==> src/rtl/tile_pwr_seq_pkg.sv <==
// Shared types and width helpers for the tile power sequencer.
package tile_pwr_seq_pkg;

  typedef enum logic [2:0] {
    IDLE   = 3'd0,
    UP_CLK = 3'd1,
    UP_RST = 3'd2,
    DN_ISO = 3'd3,
    DN_RST = 3'd4
  } pwr_state_e;

  typedef struct packed {
    logic on;
    logic timeout;
  } tile_stat_t;

  // Counter wide enough for the largest cycle parameter with one spare bit.
  function automatic int cnt_width(input int a, input int b, input int c, input int d);
    int m;
    m = a;
    if (b > m) m = b;
    if (c > m) m = c;
    if (d > m) m = d;
    return $clog2(m) + 1;
  endfunction

  function automatic int idx_width(input int n);
    return (n > 1) ? $clog2(n) : 1;
  endfunction

endpackage

==> src/rtl/tile_pwr_sequencer_if.sv <==
// Per-tile request/status bundle between the chip control logic and the sequencer.
interface tile_pwr_sequencer_if
  import tile_pwr_seq_pkg::*;
#(
  parameter int NumTiles = 16
);
  // Level semantics throughout: en_req_i and iso_ack_i are sampled every cycle,
  // timeout_clr_i is a one-cycle pulse, every output is a registered level.
  logic [NumTiles-1:0] en_req_i;
  logic [NumTiles-1:0] iso_ack_i;
  logic [NumTiles-1:0] timeout_clr_i;
  logic [NumTiles-1:0] tile_clk_en_o;
  logic [NumTiles-1:0] tile_rst_no;
  logic [NumTiles-1:0] tile_iso_o;
  logic [NumTiles-1:0] tile_ready_o;
  logic [NumTiles-1:0] timeout_o;
  logic                busy_o;
  pwr_state_e          dbg_state_o;

  modport master (
    output en_req_i, iso_ack_i, timeout_clr_i,
    input  tile_clk_en_o, tile_rst_no, tile_iso_o, tile_ready_o, timeout_o, busy_o, dbg_state_o
  );

  modport slave (
    input  en_req_i, iso_ack_i, timeout_clr_i,
    output tile_clk_en_o, tile_rst_no, tile_iso_o, tile_ready_o, timeout_o, busy_o, dbg_state_o
  );
endinterface

==> src/rtl/tile_pwr_seq_rr_arb.sv <==
// Round-robin first-pending search: rotate the pending mask to the pointer, then count zeros.
module tile_pwr_seq_rr_arb
  import tile_pwr_seq_pkg::*;
#(
  parameter int NumTiles = 16,
  parameter int IdxW     = idx_width(NumTiles)
) (
  input  logic                clk_i,
  input  logic                rst_i,
  input  logic [NumTiles-1:0] i_pend,
  input  logic                i_take,
  output logic [IdxW-1:0]     o_idx,
  output logic                o_valid
);

  logic [IdxW-1:0]       r_ptr;
  logic [2*NumTiles-1:0] w_dbl;
  logic [NumTiles-1:0]   w_rot;
  logic [NumTiles-1:0]   w_rev;
  logic [IdxW:0]         w_lz;
  logic [IdxW:0]         w_sum;

  always_comb begin
    w_dbl = {i_pend, i_pend} >> r_ptr;
    w_rot = w_dbl[NumTiles-1:0];
    for (int i = 0; i < NumTiles; i++) w_rev[i] = w_rot[NumTiles-1-i];
    // Leading zeros of the reversed mask = offset of the first pending tile from the pointer.
    w_lz = '0;
    for (int i = 0; i < NumTiles; i++) begin
      if (w_rev[i]) w_lz = (IdxW+1)'(NumTiles - 1 - i);
    end
    w_sum = {1'b0, r_ptr} + w_lz;
    if (w_sum >= (IdxW+1)'(NumTiles)) w_sum = w_sum - (IdxW+1)'(NumTiles);
    o_idx   = w_sum[IdxW-1:0];
    o_valid = |i_pend;
  end

  always_ff @(posedge clk_i or posedge rst_i) begin
    if (rst_i) begin
      r_ptr <= '0;
    end else if (i_take) begin
      r_ptr <= (o_idx == IdxW'(NumTiles - 1)) ? '0 : o_idx + 1'b1;
    end
  end

endmodule

==> src/rtl/tile_pwr_sequencer.sv <==
// One shared FSM powers a single tile up or down at a time to bound inrush current.
module tile_pwr_sequencer
  import tile_pwr_seq_pkg::*;
#(
  parameter int NumTiles        = 16,
  parameter int ClkEnCycles     = 4,
  parameter int RstRelCycles    = 2,
  parameter int RstAssertCycles = 8,
  parameter int DrainTimeout    = 1024
) (
  input  logic                 clk_i,
  input  logic                 rst_i,
  tile_pwr_sequencer_if.slave  bus
);

  localparam int CntWidth = cnt_width(ClkEnCycles, RstRelCycles, RstAssertCycles, DrainTimeout);
  localparam int IdxW     = idx_width(NumTiles);
  localparam logic [CntWidth-1:0] ClkEnLast  = CntWidth'(ClkEnCycles - 1);
  localparam logic [CntWidth-1:0] RstRelLast = CntWidth'(RstRelCycles - 1);
  localparam logic [CntWidth-1:0] RstAsLast  = CntWidth'(RstAssertCycles - 1);
  localparam logic [CntWidth-1:0] DrainLast  = CntWidth'(DrainTimeout - 1);

  pwr_state_e                   r_state, w_state_nxt;
  logic [CntWidth-1:0]          r_cnt, w_cnt_nxt;
  logic [IdxW-1:0]              r_gnt;
  tile_stat_t [NumTiles-1:0]    r_stat;
  logic [NumTiles-1:0]          r_clk_en, r_rst_n, r_iso, r_ready;
  logic                         r_busy;
  logic [NumTiles-1:0]          w_on, w_tmo, w_pend;
  logic [IdxW-1:0]              w_arb_idx;
  logic                         w_arb_valid;
  logic                         w_take, w_up_go, w_dn_go;
  logic                         w_up_rst, w_up_done, w_dn_rst, w_dn_done, w_tmo_set;

  always_comb begin
    for (int i = 0; i < NumTiles; i++) begin
      w_on[i]  = r_stat[i].on;
      w_tmo[i] = r_stat[i].timeout;
    end
    w_pend = bus.en_req_i ^ w_on;
  end

  tile_pwr_seq_rr_arb #(.NumTiles(NumTiles), .IdxW(IdxW)) u_arb (
    .clk_i   (clk_i),
    .rst_i   (rst_i),
    .i_pend  (w_pend),
    .i_take  (w_take),
    .o_idx   (w_arb_idx),
    .o_valid (w_arb_valid)
  );

  always_comb begin
    w_state_nxt = r_state;
    w_cnt_nxt   = r_cnt;
    w_take      = 1'b0;
    w_up_rst    = 1'b0;
    w_up_done   = 1'b0;
    w_dn_rst    = 1'b0;
    w_dn_done   = 1'b0;
    w_tmo_set   = 1'b0;
    case (r_state)
      IDLE: if (w_arb_valid) begin
        w_take      = 1'b1;
        w_cnt_nxt   = '0;
        w_state_nxt = bus.en_req_i[w_arb_idx] ? UP_CLK : DN_ISO;
      end
      UP_CLK: if (r_cnt == ClkEnLast) begin
        w_state_nxt = UP_RST;
        w_cnt_nxt   = '0;
        w_up_rst    = 1'b1;
      end else w_cnt_nxt = r_cnt + 1'b1;
      UP_RST: if (r_cnt == RstRelLast) begin
        w_state_nxt = IDLE;
        w_cnt_nxt   = '0;
        w_up_done   = 1'b1;
      end else w_cnt_nxt = r_cnt + 1'b1;
      DN_ISO: if (bus.iso_ack_i[r_gnt] || r_cnt == DrainLast) begin
        // A drain that never acknowledges is forced through and flagged.
        w_tmo_set   = !bus.iso_ack_i[r_gnt];
        w_state_nxt = DN_RST;
        w_cnt_nxt   = '0;
        w_dn_rst    = 1'b1;
      end else w_cnt_nxt = r_cnt + 1'b1;
      DN_RST: if (r_cnt == RstAsLast) begin
        w_state_nxt = IDLE;
        w_cnt_nxt   = '0;
        w_dn_done   = 1'b1;
      end else w_cnt_nxt = r_cnt + 1'b1;
      default: begin
        w_state_nxt = IDLE;
        w_cnt_nxt   = '0;
      end
    endcase
    w_up_go = w_take &  bus.en_req_i[w_arb_idx];
    w_dn_go = w_take & ~bus.en_req_i[w_arb_idx];
  end

  always_ff @(posedge clk_i or posedge rst_i) begin
    if (rst_i) begin
      r_state <= IDLE;
      r_cnt   <= '0;
      r_gnt   <= '0;
      r_busy  <= 1'b0;
    end else begin
      r_state <= w_state_nxt;
      r_cnt   <= w_cnt_nxt;
      r_busy  <= (w_state_nxt != IDLE);
      if (w_take) r_gnt <= w_arb_idx;
    end
  end

  always_ff @(posedge clk_i or posedge rst_i) begin
    if (rst_i) begin
      r_stat   <= '0;
      r_clk_en <= '0;
      r_rst_n  <= '0;
      r_iso    <= '1;
      r_ready  <= '0;
    end else begin
      // Set beats a coincident clear so a fresh timeout is never lost.
      for (int i = 0; i < NumTiles; i++) begin
        r_stat[i].timeout <= (r_stat[i].timeout & ~bus.timeout_clr_i[i])
                           | (w_tmo_set && (r_gnt == IdxW'(i)));
      end
      if (w_up_go) r_clk_en[w_arb_idx] <= 1'b1;
      if (w_dn_go) begin
        r_iso[w_arb_idx]   <= 1'b1;
        r_ready[w_arb_idx] <= 1'b0;
      end
      if (w_up_rst) r_rst_n[r_gnt] <= 1'b1;
      if (w_dn_rst) r_rst_n[r_gnt] <= 1'b0;
      if (w_up_done) begin
        r_iso[r_gnt]     <= 1'b0;
        r_ready[r_gnt]   <= 1'b1;
        r_stat[r_gnt].on <= 1'b1;
      end
      if (w_dn_done) begin
        r_clk_en[r_gnt]  <= 1'b0;
        r_stat[r_gnt].on <= 1'b0;
      end
    end
  end

  assign bus.tile_clk_en_o = r_clk_en;
  assign bus.tile_rst_no   = r_rst_n;
  assign bus.tile_iso_o    = r_iso;
  assign bus.tile_ready_o  = r_ready;
  assign bus.timeout_o     = w_tmo;
  assign bus.busy_o        = r_busy;
  assign bus.dbg_state_o   = r_state;

endmodule

==> src/flat_wrapper.sv <==
// flat-port wrapper written by rule: the top's interface ports become plain ports
module tile_pwr_sequencer_flat import tile_pwr_seq_pkg::*;
#(
  parameter int NumTiles        = 16,
  parameter int ClkEnCycles     = 4,
  parameter int RstRelCycles    = 2,
  parameter int RstAssertCycles = 8,
  parameter int DrainTimeout    = 1024
)
  (clk_i, rst_i, bus_en_req_i, bus_iso_ack_i, bus_timeout_clr_i, bus_tile_clk_en_o, bus_tile_rst_no, bus_tile_iso_o, bus_tile_ready_o, bus_timeout_o, bus_busy_o, bus_dbg_state_o);
  tile_pwr_sequencer_if #(.NumTiles(NumTiles)) bus_i ();
  input  logic clk_i;
  input  logic rst_i;
  input wire logic [$bits(bus_i.en_req_i)-1:0] bus_en_req_i;
  input wire logic [$bits(bus_i.iso_ack_i)-1:0] bus_iso_ack_i;
  input wire logic [$bits(bus_i.timeout_clr_i)-1:0] bus_timeout_clr_i;
  output wire logic [$bits(bus_i.tile_clk_en_o)-1:0] bus_tile_clk_en_o;
  output wire logic [$bits(bus_i.tile_rst_no)-1:0] bus_tile_rst_no;
  output wire logic [$bits(bus_i.tile_iso_o)-1:0] bus_tile_iso_o;
  output wire logic [$bits(bus_i.tile_ready_o)-1:0] bus_tile_ready_o;
  output wire logic [$bits(bus_i.timeout_o)-1:0] bus_timeout_o;
  output wire logic [$bits(bus_i.busy_o)-1:0] bus_busy_o;
  output wire logic [$bits(bus_i.dbg_state_o)-1:0] bus_dbg_state_o;
  assign bus_i.en_req_i = bus_en_req_i;
  assign bus_i.iso_ack_i = bus_iso_ack_i;
  assign bus_i.timeout_clr_i = bus_timeout_clr_i;
  assign bus_tile_clk_en_o = bus_i.tile_clk_en_o;
  assign bus_tile_rst_no = bus_i.tile_rst_no;
  assign bus_tile_iso_o = bus_i.tile_iso_o;
  assign bus_tile_ready_o = bus_i.tile_ready_o;
  assign bus_timeout_o = bus_i.timeout_o;
  assign bus_busy_o = bus_i.busy_o;
  assign bus_dbg_state_o = bus_i.dbg_state_o;
  tile_pwr_sequencer #(.NumTiles(NumTiles), .ClkEnCycles(ClkEnCycles), .RstRelCycles(RstRelCycles), .RstAssertCycles(RstAssertCycles), .DrainTimeout(DrainTimeout)) u_core (.clk_i(clk_i), .rst_i(rst_i), .bus(bus_i));
endmodule
==> config.mk <==
export PLATFORM = sky130hd
export DESIGN_NAME = tile_pwr_sequencer_flat
export DESIGN_NICKNAME = d
export VERILOG_FILES = /design/src/rtl/tile_pwr_seq_pkg.sv /design/src/rtl/tile_pwr_sequencer_if.sv /design/src/rtl/tile_pwr_seq_rr_arb.sv /design/src/rtl/tile_pwr_sequencer.sv /design/src/flat_wrapper.sv
export SDC_FILE = /design/constraint.sdc
export NUM_CORES = 1
export LEC_CHECK = 0
export CAP_MARGIN = 20
export CORE_MARGIN = 5
export CORE_UTILIZATION = 48
export DETAILED_ROUTE_END_ITERATION = 12
export PLACE_DENSITY = 0.85
export RECOVER_POWER = 50
export SYNTH_ARGS = -nofsm -noshare
export SYNTH_HDL_FRONTEND = slang
export SYNTH_SLANG_ARGS = --single-unit
==> constraint.sdc <==
create_clock -name clk_i -period 4.4 [get_ports clk_i]
set_clock_uncertainty 0.1 [all_clocks]
set_input_delay 1.32 -clock clk_i [delete_from_list [all_inputs] [get_ports clk_i]]
set_output_delay 1.32 -clock clk_i [all_outputs]
set_load 0.01 [all_outputs]
==> out/qor.yml, run 1 <==
syn-num-nets: 820
synth_largest_area_cell: "sky130_fd_sc_hd__dfrtp_1"
worst_voltage_drop_across_the_vdd_grid_mv: 0.7322
clock_tree_from_tritoncts: "done"
core_area_um2: 15150
cts_sinks: 119
hold_slack_ns: 0.3777
synth.cell_area_um2: 7405
nNetsFinal: 1073
reg2regPathDepth: 16
postSynthRegisterBits: 119
grt_setup_unrepaired: "yes"
yosys_warnings: 0
detail-route-antenna-nets: 0
worstSkewPairLatency_ns: 0.44
timing.critical_path.from: "bus_en_req_i[8]"
initial_utilization_pct: 48.89
yosys_most_used_dff: "sky130_fd_sc_hd__dfrtp_1"
netlist_top_cells_area: "sky130_fd_sc_hd__dfrtp_1 (35%), sky130_fd_sc_hd__dfstp_2 (5.7%), sky130_fd_sc_hd__a21oi_1 (5.1%), sky130_fd_sc_hd__nand2_1 (4.3%), sky130_fd_sc_hd__mux4_2 (4.0%)"
fin_crit_sh_pct: 113.7
dr.first_iter.drc_count: 1039
number_of_global_route_vias_before_repair: 7878
finalSetupTns_ns: -24.22
pin_count_of_the_biggest_net_entering_global_routing: 39
slew_at_the_pin_closest_to_its_max_slew_limit_ns: 1.677
timing.final.ws_setup_ns: -0.6032
drt-total-wl_um: 30390
required_ns: 4.59
route.detailed.drc: 0
die_width_um: 134.2
via_per_inst: 6.615
timing.critical_path.from_type: "input port"
n_fill_cell: 936
seq_total_area_yosys_pct: 40.49
rrSetupSlack_ns: -0.22
place.detailed.hpwl_um: 18590
layout.cells.non_filler: 1213
worstSetupEndpointType: "flip-flop"
routed_wire_length_per_instance_um: 25.05
worstPathMaxFanout: 5
global_route.usage.total_pct: 31.38
antenna_found_initial: 0
share_comb_of_total_power_pct: 69.5
root_buffer: "sky130_fd_sc_hd__clkbuf_16"
worst_setup_hold_path_clk_slew_ns: 0.06
timing.slew.headroom_pct: -11.81
max-clock-path-buffers: 2
internal-power_mw: 6.348
p_leak_nw: 4.459
report.final.slew_viol_count: 70
arrival_ns: 5.19
power_share_of_the_sequential_group_pct: 17.1
cts.htree.levels: 4
power_switching_mw: 5.485
netlist_instances: 759
critPathKind: "in2reg"
worst_hold_path_type: "reg2reg"
fin_crit_ns: 5.003
finalWeightedCongestion: 1.017
port-buffer-count: 133
grt_pass1_wl_um: 44030
post-place-cells: 1147
post-route-cell-area_um2: 11030
violations: "capacitance limit, slew limit, setup timing"
finalSetupViolCount: 54
p_per_area_nw_per_um2: 1073
die_height_um: 134.2
vias: 8024
hold_violations: 0
grt_overflow_total: 0
drtPass1Iterations: 9
final_layout_size_suffix_gt1_share_pct: 34.15
post_synth_arst_share_pct: 100.0
floorplan.io_pins: 134
min_delay_path_depth: 2
floorplan.die_area_um2: 18010
antenna-diode-count: 0
hold_path.startpoint: "u_core.bus.tile_iso_o[6]"
maxCapViolations: 2
worstReg2RegStart: "u_core.u_arb.r_ptr[0]"
numCtsBuffers: 17
worst_r2r_endpoint: "u_core.bus.tile_ready_o[15]"
area.growth.synth_to_final_pct: 48.90
number_of_enable_type_register_cells_in_the_synthesized_netlist: 0
achievable-frequency_mhz: 199.9
power.share.clock_pct: 13.4
crit_end: "u_core.bus.tile_ready_o[15]"
avgSynthCellArea_um2: 9.756
run_status: "finished with violations"
swShare_pct: 46.36
rows: 45
yosys.cell_types.count: 87
dpl_cell_area_um2: 9669
yosys.area.top_type_share_pct: 34.81
critical path, cell delays in order:
cell and delay [ns]:
sky130_fd_sc_hd__buf_12 0.11, sky130_fd_sc_hd__buf_4 0.13, sky130_fd_sc_hd__xor2_1 0.18, sky130_fd_sc_hd__mux4_2 0.58, sky130_fd_sc_hd__mux2i_2 0.21, sky130_fd_sc_hd__o22ai_1 0.12
sky130_fd_sc_hd__nor3_1 0.19, sky130_fd_sc_hd__o221ai_1 0.17, sky130_fd_sc_hd__a22oi_2 0.30, sky130_fd_sc_hd__ha_2 0.22, sky130_fd_sc_hd__fa_2 0.49, sky130_fd_sc_hd__mux4_2 0.54
sky130_fd_sc_hd__mux2i_4 0.30, sky130_fd_sc_hd__buf_6 0.19, sky130_fd_sc_hd__a31oi_1 0.13
area by class of cell:
| cell class | instances | area (µm²) | area share (%) |
|---|---|---|---|
| tap | 188 | 235.2 | 2.133 |
| multi-input combinational | 557 | 4487 | 40.69 |
| inverter | 29 | 110.1 | 0.9986 |
| clock buffer | 19 | 442.9 | 4.017 |
| timing repair buffer | 288 | 2536 | 23.00 |
| sequential | 119 | 2998 | 27.19 |
| clock inverter | 13 | 216.5 | 1.963 |
power groups by stage:
stage | Sequential, mW | Clock (mW) | Combinational [mW]
6_report | 2.02 | 1.59 | 8.22
5_1_grt | 2.04 | 1.63 | 8.53
4_1_cts | 1.96 | 1.57 | 7.32
3_5_place_dp | 1.93 | 0 | 6.43
3_3_place_gp | 1.93 | 0 | 6.30
2_1_floorplan | 1.90 | 0 | 3.73
worst min path at each step:
stage               slack (ns)                       end
finish                    0.38  u_core.bus.tile_iso_o[6]
global route              0.40  u_core.bus.tile_iso_o[6]
CTS                       0.39  u_core.bus.tile_iso_o[6]
detailed placement        0.38  u_core.bus.tile_iso_o[6]
global placement          0.38  u_core.bus.tile_iso_o[6]
floorplan                 0.36          u_core.r_cnt[10]
synth_stat cells (17+ instances only):
cell type	number
sky130_fd_sc_hd__a32o_1	27
sky130_fd_sc_hd__xnor2_1	17
sky130_fd_sc_hd__dfrtp_1	103
sky130_fd_sc_hd__mux2i_1	18
sky130_fd_sc_hd__nand2_1	85
sky130_fd_sc_hd__nor2_1	44
sky130_fd_sc_hd__o21ai_0	32
sky130_fd_sc_hd__clkbuf_1	23
sky130_fd_sc_hd__inv_1	26
sky130_fd_sc_hd__a21oi_1	75
sky130_fd_sc_hd__o22ai_1	21
sky130_fd_sc_hd__xor2_1	18
layout by cell type, fill, tap and decap left out, types with 8 or more instances in the layout:
cell,netlist,routed
sky130_fd_sc_hd__a32o_1,27,26
sky130_fd_sc_hd__buf_6,5,13
sky130_fd_sc_hd__nor3_1,11,12
sky130_fd_sc_hd__mux2i_1,18,12
sky130_fd_sc_hd__mux4_2,13,16
sky130_fd_sc_hd__a21oi_1,75,71
sky130_fd_sc_hd__nor2_1,44,43
sky130_fd_sc_hd__nand2_1,85,83
sky130_fd_sc_hd__clkdlybuf4s50_1,0,115
sky130_fd_sc_hd__o21ai_0,32,21
sky130_fd_sc_hd__o22ai_1,21,20
sky130_fd_sc_hd__nand3_1,11,10
sky130_fd_sc_hd__a31oi_1,16,13
sky130_fd_sc_hd__inv_1,26,23
sky130_fd_sc_hd__o21ai_2,6,11
sky130_fd_sc_hd__o21a_1,10,8
sky130_fd_sc_hd__buf_2,2,10
sky130_fd_sc_hd__dfrtp_1,103,103
sky130_fd_sc_hd__buf_4,16,135
sky130_fd_sc_hd__clkbuf_16,0,18
sky130_fd_sc_hd__nor2b_1,8,8
sky130_fd_sc_hd__dfstp_2,16,16
repair_timing:
action / 4_1_cts / 5_1_grt
pin swaps: 33 / 24
setup buffers: 19 / 13
gates cloned: 4 / 0
resized for setup: 148 / 42
endpoints found under the setup margin: 57 / 55
hold buffers: 0 / 0
per-stage QoR:
| stage | power (mW) | util, % | worst slack, ns |
|---|---|---|---|
| CTS | 10.84 | 71.32 | -0.3335 |
| global placement | 8.230 | 63.84 | -1.286 |
| detailed placement | 8.356 | 63.84 | -1.317 |
| floorplan | 5.627 | - | -0.5894 |
| global route | 12.21 | 72.80 | -0.7040 |
| finish | 11.83 | 72.80 | -0.6032 |
layer usage:
metal | up-vias | global-route usage, % | wire length, µm
met5 | - | 0 | 0
met3 | 188 | 5.964 | 3279
met2 | 711 | 50.28 | 13800
met1 | 3814 | 40.27 | 11120
li1 | 3311 | - | -
met4 | 0 | 17.14 | 2189
cell families after synthesis:
logic type	synth area share, %
muxes	8.753
AOI/OAI and AO/OA	23.84
buffers and inverters	6.505
and+or+nand+nor	14.09
DFF	40.49
adders and majority gates	1.960
xor gates and xnor gates	4.360
(Power assumes the default switching activity.)
==> run 2: changes to the inputs <==
Settings changed: CORE_UTILIZATION 48 to 54, PLACE_DENSITY 0.85 to 0.9.
Clock period 4.4 ns to 5.7 ns, I/O delays scaled along.
==> out/qor.yml, run 2 (same netlist as run 1, synthesis figures left out) <==
clock_tree_from_tritoncts: "done"  # unchanged
run_status: "finished with violations"  # unchanged
pin_count_of_the_biggest_net_entering_global_routing: 68  # was 39
global_route.usage.total_pct: 35.65  # was 31.38%
worstPathMaxFanout: 8  # was 5
slew_at_the_pin_closest_to_its_max_slew_limit_ns: 2.456  # was 1.677 ns
rrSetupSlack_ns: 0.57  # was -0.22 ns
timing.final.ws_setup_ns: -0.1500  # was -0.6032 ns
via_per_inst: 7.198  # was 6.615
max-clock-path-buffers: 2  # unchanged
route.detailed.drc: 0  # unchanged
layout.cells.most_common_list: "sky130_fd_sc_hd__buf_4 (108), sky130_fd_sc_hd__dfrtp_1 (103), sky130_fd_sc_hd__clkdlybuf4s50_1 (92)"  # was sky130_fd_sc_hd__buf_4 (135), sky130_fd_sc_hd__clkdlybuf4s50_1 (115), sky130_fd_sc_hd__dfrtp_1 (103)
root_buffer: "sky130_fd_sc_hd__clkbuf_16"  # unchanged
timing.critical_path.cells: "clkdlybuf4s50_1, xor2_1, buf_4, o22ai_2, a21oi_1, o21ai_1, mux2_2, o211ai_1, buf_4, nor3_2, a22oi_2, ha_2, fa_2, buf_4, mux4_2, mux2i_4, clkbuf_16, a31oi_1"  # was buf_12, buf_4, xor2_1, mux4_2, mux2i_2, o22ai_1, nor3_1, o221ai_1, a22oi_2, ha_2, fa_2, mux4_2, mux2i_4, buf_6, a31oi_1
layout.cells.non_filler: 1168  # was 1213
crit_end: "u_core.bus.tile_ready_o[10]"  # was u_core.bus.tile_ready_o[15]
vias: 8407  # was 8024
critPathKind: "in2reg"  # unchanged
rows: 42  # was 45
cts.htree.levels: 4  # unchanged
post_cts_hold_buffers: 0  # unchanged
worstSkewPairLatency_ns: 0.44  # about the same
nNetsFinal: 1040  # was 1073
report.final.slew_viol_count: 122  # was 70
required_ns: 5.89  # was 4.59 ns
slowest_stage: "sky130_fd_sc_hd__clkdlybuf4s50_1"  # was sky130_fd_sc_hd__mux4_2
fin_crit_sh_pct: 102.6
drtPass1Iterations: 8  # was 9
worstSetupEndpointType: "flip-flop"  # unchanged
floorplan.die_area_um2: 16150  # was 18010 µm²
fin_crit_ns: 5.850
worst_hold_path_type: "reg2reg"  # unchanged
detail-route-antenna-nets: 0  # unchanged
grt_pass1_wl_um: 45100  # was 44030 µm
numCtsBuffers: 17  # unchanged
layout_commonest_cell: "sky130_fd_sc_hd__buf_4"  # unchanged
worst_r2r_endpoint: "u_core.bus.tile_ready_o[10]"  # was u_core.bus.tile_ready_o[15]
drt-total-wl_um: 32430  # was 30390 µm
violations: "capacitance limit, slew limit, setup timing"  # unchanged
maxCapViolations: 2  # unchanged
timing.critical_path.from: "bus_en_req_i[14]"  # was bus_en_req_i[8]
arrival_ns: 6.04  # was 5.19 ns
finalSetupViolCount: 26  # was 54
die_height_um: 127.1  # was 134.2 µm
post-route-cell-area_um2: 10480  # was 11030 µm²
place_ws_ns: -0.6733  # was -1.317 ns
worstReg2RegStart: "u_core.u_arb.r_ptr[0]"  # unchanged
core_area_um2: 13350  # was 15150 µm²
die_width_um: 127.1  # was 134.2 µm
place.detailed.hpwl_um: 19020  # was 18590 µm
cts_sinks: 119  # unchanged
worst_setup_hold_path_clk_slew_ns: 0.06  # about the same
reg2regPathDepth: 16  # unchanged
dpl_cell_area_um2: 9458  # was 9669 µm²
floorplan.io_pins: 134  # unchanged
finalWeightedCongestion: 0.9260  # was 1.017
hold_violations: 0  # unchanged
routed_wire_length_per_instance_um: 27.77  # was 25.05 µm
achievable-frequency_mhz: 170.9
dr.first_iter.drc_count: 1448  # was 1039
area.growth.synth_to_final_pct: 41.50  # was 48.90%
timing.slew.headroom_pct: -64.60  # was -11.81%
antenna-diode-count: 0  # unchanged
post-place-cells: 1119  # was 1147
grt_overflow_total: 0  # unchanged
port-buffer-count: 133  # unchanged
antenna_found_initial: 1  # was 0
number_of_global_route_vias_before_repair: 8174  # was 7878
timing.critical_path.mode_cell: "sky130_fd_sc_hd__buf_4"  # was sky130_fd_sc_hd__mux4_2
initial_utilization_pct: 55.47  # was 48.89%
timing.critical_path.from_type: "input port"  # unchanged
final_layout_size_suffix_gt1_share_pct: 26.71  # was 34.15%
cp_slowest_stage_delay_ns: 0.50  # was 0.58 ns
==> run 2: cell types whose count changed in the layout (fill, tap and decap cells not counted), moves of 5 or more <==
cell | before | now
sky130_fd_sc_hd__and2_4 | 6 | 1
sky130_fd_sc_hd__xnor2_1 | 7 | 14
sky130_fd_sc_hd__o21ai_0 | 21 | 26
sky130_fd_sc_hd__dlygate4sd3_1 | 2 | 26
sky130_fd_sc_hd__xnor2_2 | 7 | 2
sky130_fd_sc_hd__buf_4 | 135 | 108
sky130_fd_sc_hd__buf_2 | 10 | 1
sky130_fd_sc_hd__dlymetal6s2s_1 | 0 | 15
sky130_fd_sc_hd__buf_6 | 13 | 1
sky130_fd_sc_hd__xor2_4 | 6 | 0
sky130_fd_sc_hd__clkdlybuf4s50_1 | 115 | 92
==> run 2: worst max-delay path, delay by kind of cell <==
family | cells | cell delay [ns]
adder cells (fa/ha/maj) | 2 | 0.76
XOR/XNOR | 1 | 0.27
buffers and inverters | 5 | 1.27
AND/OR/NAND/NOR | 1 | 0.04
multiplexers | 3 | 1.02
AO/OA/AOI/OAI | 6 | 0.94
==> run 2: final cells by class <==
| class | count | area, µm² |
|---|---|---|
| multi-input cells | 557 | 4164 |
| flip-flops and latches | 119 | 2998 |
| fillers | 739 | 2870 |
| repair buffers | 255 | 2352 |
| clock buffers | 22 | 464.2 |
| well taps | 176 | 220.2 |
| clock inverters | 10 | 168.9 |
| inverters | 29 | 110.1 |
==> run 2: per-stage QoR <==
step           TNS (ns)  util (%)  hold slack, ns
2_1_floorplan         0         -          0.3642
3_3_place_gp     -16.96     70.86          0.3788
3_5_place_dp     -19.72     70.86          0.3843
4_1_cts               0     75.82          0.3938
5_1_grt          -5.972     78.50          0.4282
6_report         -1.501     78.50          0.4170
==> run 2: routing by layer <==
layer  global-route usage (%)  wire [µm]
met5                        0         14
met4                    23.15       3223
met3                    9.182       4224
met2                    56.54      14270
met1                    43.18      10700
==> run 2: how the worst min path moves through the flow <==
| stage | startpoint | endpoint | slack (ns) | depth (start not counted) |
|---|---|---|---|---|
| 3_5_place_dp | u_core.bus.tile_clk_en_o[12] | u_core.bus.tile_clk_en_o[12] | 0.38 | 1 |
| 6_report | u_core.bus.tile_clk_en_o[12] | u_core.bus.tile_clk_en_o[12] | 0.42 | 1 |
| 4_1_cts | u_core.bus.tile_iso_o[6] | u_core.bus.tile_iso_o[6] | 0.39 | 2 |
| 3_3_place_gp | u_core.bus.tile_iso_o[6] | u_core.bus.tile_iso_o[6] | 0.38 | 2 |
| 5_1_grt | u_core.bus.tile_clk_en_o[4] | u_core.bus.tile_clk_en_o[4] | 0.43 | 1 |
| 2_1_floorplan | u_core.r_cnt[10] | u_core.r_cnt[10] | 0.36 | 2 |
==> run 2: repair_timing <==
item / CTS / global route
gates resized for setup: 9 / 56
gates cloned: 0 / 4
setup endpoints to repair: 52 / 53
buffers inserted: 0 / 6
pin swaps: 0 / 4
Power of run 2 is left out: the tool's default activity adds up to more than one toggle a clock period on the data nets, which glitch-free logic cannot reach.
==> run 3: changes to the inputs <==
Settings changed: CTS_CLUSTER_SIZE set to 25.
==> results of run 3 <==
The final DEF is identical to that of run 2; final timing and power are the same.
Power of run 3 is left out for the same reason.
